### src/rtl/bcd_countdown_timer.sv
// bcd_countdown_timer: mm:ss countdown timer feeding the VGA painter's
// four BCD digit inputs.
//
// Optional feature macro: TIMER_ALARM_EN
//   defined   - alarm toggles every ALARM_DIV cycles while in DONE
//   undefined - alarm tied to 0, no alarm counter
//
// Ports:
//   clk                 system clock (100 MHz)
//   reset               asynchronous, active-low reset
//   start, stop         1-cycle control pulses (synchronised, debounced)
//   preset_min_dec..    preset digits, BCD (out-of-range values clamped)
//   preset_sec_unit
//   mDecimal, mUnit,    current count, BCD, registered
//   sDecimal, sUnit
//   actualState         state code: IDLE=0 RUN=1 PAUSE=2 DONE=3
//   finish              high while in DONE
//   alarm               buzzer/LED drive, active only in DONE
module bcd_countdown_timer #(
  parameter int unsigned TICK_DIV  = 100_000_000,
  parameter int unsigned ALARM_DIV = 25_000_000
) (
  input  logic       clk,
  input  logic       reset,
  input  logic       start,
  input  logic       stop,
  input  logic [3:0] preset_min_dec,
  input  logic [3:0] preset_min_unit,
  input  logic [3:0] preset_sec_dec,
  input  logic [3:0] preset_sec_unit,
  output logic [3:0] mDecimal,
  output logic [3:0] mUnit,
  output logic [3:0] sDecimal,
  output logic [3:0] sUnit,
  output logic [2:0] actualState,
  output logic       finish,
  output logic       alarm
);

  typedef enum logic [2:0] {
    IDLE  = 3'd0,
    RUN   = 3'd1,
    PAUSE = 3'd2,
    DONE  = 3'd3
  } state_t;

  localparam int unsigned PW = (TICK_DIV > 1) ? $clog2(TICK_DIV) : 1;

  if (TICK_DIV < 1 || ALARM_DIV < 1) begin : g_bad_params
    $error("bcd_countdown_timer: TICK_DIV and ALARM_DIV must be at least 1");
  end

  state_t        state, state_nx;
  logic [PW-1:0] presc, presc_nx;
  logic [3:0]    md_nx, mu_nx, sd_nx, su_nx;
  logic [3:0]    c_md, c_mu, c_sd, c_su;
  logic [3:0]    d_md, d_mu, d_sd, d_su;
  logic          preset_zero, dec_zero, tick_tc;

  // Preset clamp: digits above 9 read as 9, seconds tens above 5 read as 5
  always_comb begin
    c_md = (preset_min_dec  > 4'd9) ? 4'd9 : preset_min_dec;
    c_mu = (preset_min_unit > 4'd9) ? 4'd9 : preset_min_unit;
    c_sd = (preset_sec_dec  > 4'd5) ? 4'd5 : preset_sec_dec;
    c_su = (preset_sec_unit > 4'd9) ? 4'd9 : preset_sec_unit;
    preset_zero = ((c_md | c_mu | c_sd | c_su) == 4'd0);
  end

  // One-second decrement with borrow chain su -> sd -> mu -> md.
  // RUN is never entered at 00:00, so mDecimal cannot underflow.
  always_comb begin
    d_md = mDecimal;
    d_mu = mUnit;
    d_sd = sDecimal;
    d_su = sUnit - 4'd1;
    if (sUnit == 4'd0) begin
      d_su = 4'd9;
      if (sDecimal == 4'd0) begin
        d_sd = 4'd5;
        if (mUnit == 4'd0) begin
          d_mu = 4'd9;
          d_md = mDecimal - 4'd1;
        end else begin
          d_mu = mUnit - 4'd1;
        end
      end else begin
        d_sd = sDecimal - 4'd1;
      end
    end
    dec_zero = ((d_md | d_mu | d_sd | d_su) == 4'd0);
  end

  assign tick_tc = (presc == PW'(TICK_DIV - 1));

  // Next-state and datapath; stop takes priority over start everywhere.
  // The prescaler only advances on RUN cycles without stop, so the
  // count spent before a pause is preserved across it.
  always_comb begin
    state_nx = state;
    presc_nx = presc;
    md_nx    = mDecimal;
    mu_nx    = mUnit;
    sd_nx    = sDecimal;
    su_nx    = sUnit;
    case (state)
      IDLE: begin
        md_nx = c_md;
        mu_nx = c_mu;
        sd_nx = c_sd;
        su_nx = c_su;
        if (!stop && start) begin
          presc_nx = '0;
          state_nx = preset_zero ? DONE : RUN;
        end
      end
      RUN: begin
        if (stop) begin
          state_nx = PAUSE;
        end else if (tick_tc) begin
          presc_nx = '0;
          md_nx    = d_md;
          mu_nx    = d_mu;
          sd_nx    = d_sd;
          su_nx    = d_su;
          if (dec_zero) state_nx = DONE;
        end else begin
          presc_nx = presc + PW'(1);
        end
      end
      PAUSE: begin
        if (stop)       state_nx = IDLE;
        else if (start) state_nx = RUN;
      end
      DONE: begin
        md_nx = '0;
        mu_nx = '0;
        sd_nx = '0;
        su_nx = '0;
        if (start || stop) state_nx = IDLE;
      end
      default: state_nx = IDLE;
    endcase
  end

  always_ff @(posedge clk or negedge reset) begin
    if (!reset) begin
      state    <= IDLE;
      presc    <= '0;
      mDecimal <= '0;
      mUnit    <= '0;
      sDecimal <= '0;
      sUnit    <= '0;
      finish   <= 1'b0;
    end else begin
      state    <= state_nx;
      presc    <= presc_nx;
      mDecimal <= md_nx;
      mUnit    <= mu_nx;
      sDecimal <= sd_nx;
      sUnit    <= su_nx;
      finish   <= (state_nx == DONE);
    end
  end

  assign actualState = state;

`ifdef TIMER_ALARM_EN
  localparam int unsigned AW = (ALARM_DIV > 1) ? $clog2(ALARM_DIV) : 1;

  logic [AW-1:0] alarm_cnt;

  // Square wave starting high on DONE entry, counter cleared outside DONE
  always_ff @(posedge clk or negedge reset) begin
    if (!reset) begin
      alarm_cnt <= '0;
      alarm     <= 1'b0;
    end else if (state_nx == DONE) begin
      if (state != DONE) begin
        alarm_cnt <= '0;
        alarm     <= 1'b1;
      end else if (alarm_cnt == AW'(ALARM_DIV - 1)) begin
        alarm_cnt <= '0;
        alarm     <= ~alarm;
      end else begin
        alarm_cnt <= alarm_cnt + AW'(1);
      end
    end else begin
      alarm_cnt <= '0;
      alarm     <= 1'b0;
    end
  end
`else
  assign alarm = 1'b0;
`endif

endmodule

### config.mk
export PLATFORM = sky130hd
export DESIGN_NAME = bcd_countdown_timer
export DESIGN_NICKNAME = d
export VERILOG_FILES = /design/src/rtl/bcd_countdown_timer.sv
export SDC_FILE = /design/constraint.sdc
export NUM_CORES = 1
export LEC_CHECK = 0
export ABC_AREA = 1
export BUFFER_PORTS_ARGS = -buffer_cell sky130_fd_sc_hd__buf_2
export CAP_MARGIN = 20
export CORE_MARGIN = 5
export CORE_UTILIZATION = 58
export DETAILED_ROUTE_END_ITERATION = 6
export MAX_ROUTING_LAYER = met4
export PLACE_DENSITY_LB_ADDON = 0.15
export RECOVER_POWER = 100
export SKIP_LAST_GASP = 1
export SYNTH_ARGS = -nofsm -noshare
export SYNTH_HDL_FRONTEND = slang
export SYNTH_SLANG_ARGS = --single-unit
### constraint.sdc
create_clock -name clk -period 2.5 [get_ports clk]
set_clock_uncertainty 0.05 [all_clocks]
set_input_delay 0.25 -clock clk [delete_from_list [all_inputs] [get_ports clk]]
set_output_delay 0.25 -clock clk [all_outputs]
set_load 0.1 [all_outputs]
==> flow_summary.toml <==
[run_status]
status = "complete, no violations"

[run]
maxCapViolCount = 0

[layout]
syn2layout_area_growth_pct = 10.5
fin_util_pct = 66.4
antenna_cells = 0
design_area_mm2 = 0.00341
finalNonFillerCells = 555
drive_gt1_share_pct = 11.1
fin_nets = 507
fillerInstances = 470

[sta]
period_share_pct = 90.0
finalCriticalPeriod_ns = 2.25
tightest_slew_ns = 1.29
setup_viol = 0
timing.fmax_ghz = 0.444
rsz0062_at_grt = "false"
slew_headroom_pct = 14.3
hold_viol = 0
setup_tns_ns = 0
finalMaxSlewViolations = 0

[power_and_ir_drop]
powerDensity_mw_per_mm2 = 595
leakagePower_nw = 1.56
ir_worst_vdd_mv = 0.292

[yosys]
synth_top_cell_area_share_pct = 38.1
postSynthAreaPerCell_um2 = 7.05
synthDistinctLibCells = 40
ys_warn_count = 0
seq_area_frac_synth_pct = 38.1
syn_area_mm2 = 0.00309
synth_area_leaders = "dfrtp_1 38%, nand2_1 12%, nor2_1 7.7%"
synth_area_leader_cell = "dfrtp_1"
synth_seq_cells = 47
synth_cells = 438

[floorplanning]
coreArea_mm2 = 0.00514
start_util_pct = 60.1
rows = 26
die_w_um = 83.0
ios = 41
dieHeight_um = 83.0
die_area_mm2 = 0.00689

[detailed_routing]
dr.pass1.iters = 5
drc = 0
viasPerCell = 5.27
wire_per_inst_um = 13.0
wirelength_um = 7200
detail-route-antenna-nets = 0
via_count = 2927
drt_iter0_drc = 151

[placed_design]
place_area_mm2 = 0.00338
dp_hpwl_um = 5530
place.gp.congestion = 0.943
dpl.cell_count = 547
io_buffers = 39

[global_route]
antenna_found_initial = 0
grt_max_degree = 26
track_usage_pct = 22.1
grt-ovfl-total = 0
grt_first_pass_wirelength_um = 12500
grt_pass1_vias = 2759

[clocking]
clk_path_buf_depth = 2
clock_latency_ns = 0.30
clk_pin_slew_ns = 0.09
cts_root_buf = "clkbuf_8"
cts.sink_count = 47
cts_tree = "done"
htreeDepth = 2
numCtsBuffers = 5

[critical_path]
startpoint_type = "flip-flop"
cp_max_fo = 10
worstSetupPathType = "reg -> reg"
critPathCaptureType = "flip-flop"
reg2regPathDepth = 8
required_ns = 2.62
worstPathArrival_ns = 2.37

[min_path]
min_path_cells = 3
min_path_type = "in -> reg"
[timing repair]
action	4_1_cts	5_1_grt
hold buffers	1	0
endpoints found under the hold margin	22	0
setup buffers	0	0
resized for setup	0	0
[worst max-delay path, stage by stage (launching register included)]
cell      delay [ns]
dfrtp_1         0.44
or2_4           0.29
nor2_4          0.09
inv_1           0.06
clkbuf_1        0.23
nand2_1         0.25
clkinv_1        0.33
a32oi_1         0.29
o21ai_0         0.10
[cells by family after synthesis]
logic type                 Yosys count  synth area share [%]
buffers and inverters               71                  9.60
muxes                                1                 0.324
xor gates and xnor gates             8                  2.27
adders and majority gates            2                 0.810
other                                1                 0.121
and+or+nand+nor                    238                  35.8
AOI/OAI and AO/OA                   70                  13.0
DFF                                 47                  38.1
[stage by stage]
stage | worst slack, ns | total power, mW | hold slack [ns]
finish | 0.249 | 2.03 | 0.205
global route | 0.0524 | 2.14 | 0.206
CTS | 0.385 | 2.07 | 0.194
detailed placement | 0.369 | 1.60 | 0.212
global placement | 0.463 | 1.60 | 0.207
floorplan | 0.173 | 1.46 | -0.0956
[final cells by class]
type / instances / area (um2) / share of cell area (%)
clock buffer: 6 / 82.6 / 2.42
clock inverter: 1 / 5.00 / 0.147
inverter: 63 / 236 / 6.93
multi-input combinational: 321 / 1590 / 46.6
sequential: 47 / 1180 / 34.5
tap: 70 / 87.6 / 2.57
timing repair buffer: 47 / 236 / 6.93
[where the power goes]
group	switching, mW	internal (mW)	total [mW]
clock network	0.247	0.217	0.464
registers	0.0625	0.807	0.870
logic	0.569	0.127	0.696
[layer usage]
metal  vias to the layer above  part of all wire [%]  track usage (%)
li1                       1512                     -                -
met1                      1336                    44             27.9
met2                        72                    50             36.8
met3                         7                   5.2             3.66
met4                         0                  0.82             5.65
met5                         -                     0                -
[cells in the mapped netlist]
master	instances
o211ai_1	1
nor2_4	4
clkinv_1	1
conb_1	1
o2111a_1	1
nor3_4	2
xnor2_1	1
buf_6	2
nor2_1	63
mux2i_1	1
o21ba_2	1
o32a_1	1
nor2_2	7
nand4_1	8
inv_1	60
or2_2	1
nand2_1	98
a21o_1	1
a31oi_1	6
buf_4	3
nand2_2	6
buf_2	3
ha_1	2
a32oi_1	2
nand3_1	26
o41ai_1	1
xor2_1	7
nor3_1	17
a21oi_1	19
nor2_8	1
nand2_4	1
a22oi_1	2
inv_2	2
o21ai_1	6
o22ai_1	2
o21ai_0	25
nor3_2	3
a21boi_0	2
or2_4	1
dfrtp_1	47
[sequential cells by signal (all words and copies together), names as in the netlist]
signal and flops:
sDecimal 4, sUnit 4, finish 1, presc 27, mDecimal 4, mUnit 4, actualState 3
[cell usage in the layout (no fill, tap or decap), types with 3 or more instances in the layout]
cell and n:
inv_1 61, a31oi_1 6, nor2_2 7, a21oi_1 19, nand2_2 5, dfrtp_1 47
o21ai_1 4, nor2_1 65, xor2_1 7, nor2_4 3, o21ai_0 27, buf_4 4
nor3_1 18, buf_2 18, clkbuf_1 23, nand3_1 26, nand4_1 8, nand2_1 99
clkbuf_8 6
[final timing paths]
| kind | start | to | slack [ns] |
|---|---|---|---|
| max in group asynchronous | reset | presc[17] | 0.93 |
| hold reg to reg | presc[23] | presc[23] | 0.45 |
| hold / removal | preset_min_dec[2] | mDecimal[2] | 0.21 |
| setup reg to reg | actualState[1] | mUnit[1] | 0.25 |
| min in group asynchronous | reset | mUnit[1] | 0.70 |
| setup / recovery | actualState[1] | mUnit[1] | 0.25 |
Power figures use the tool's default switching activity.
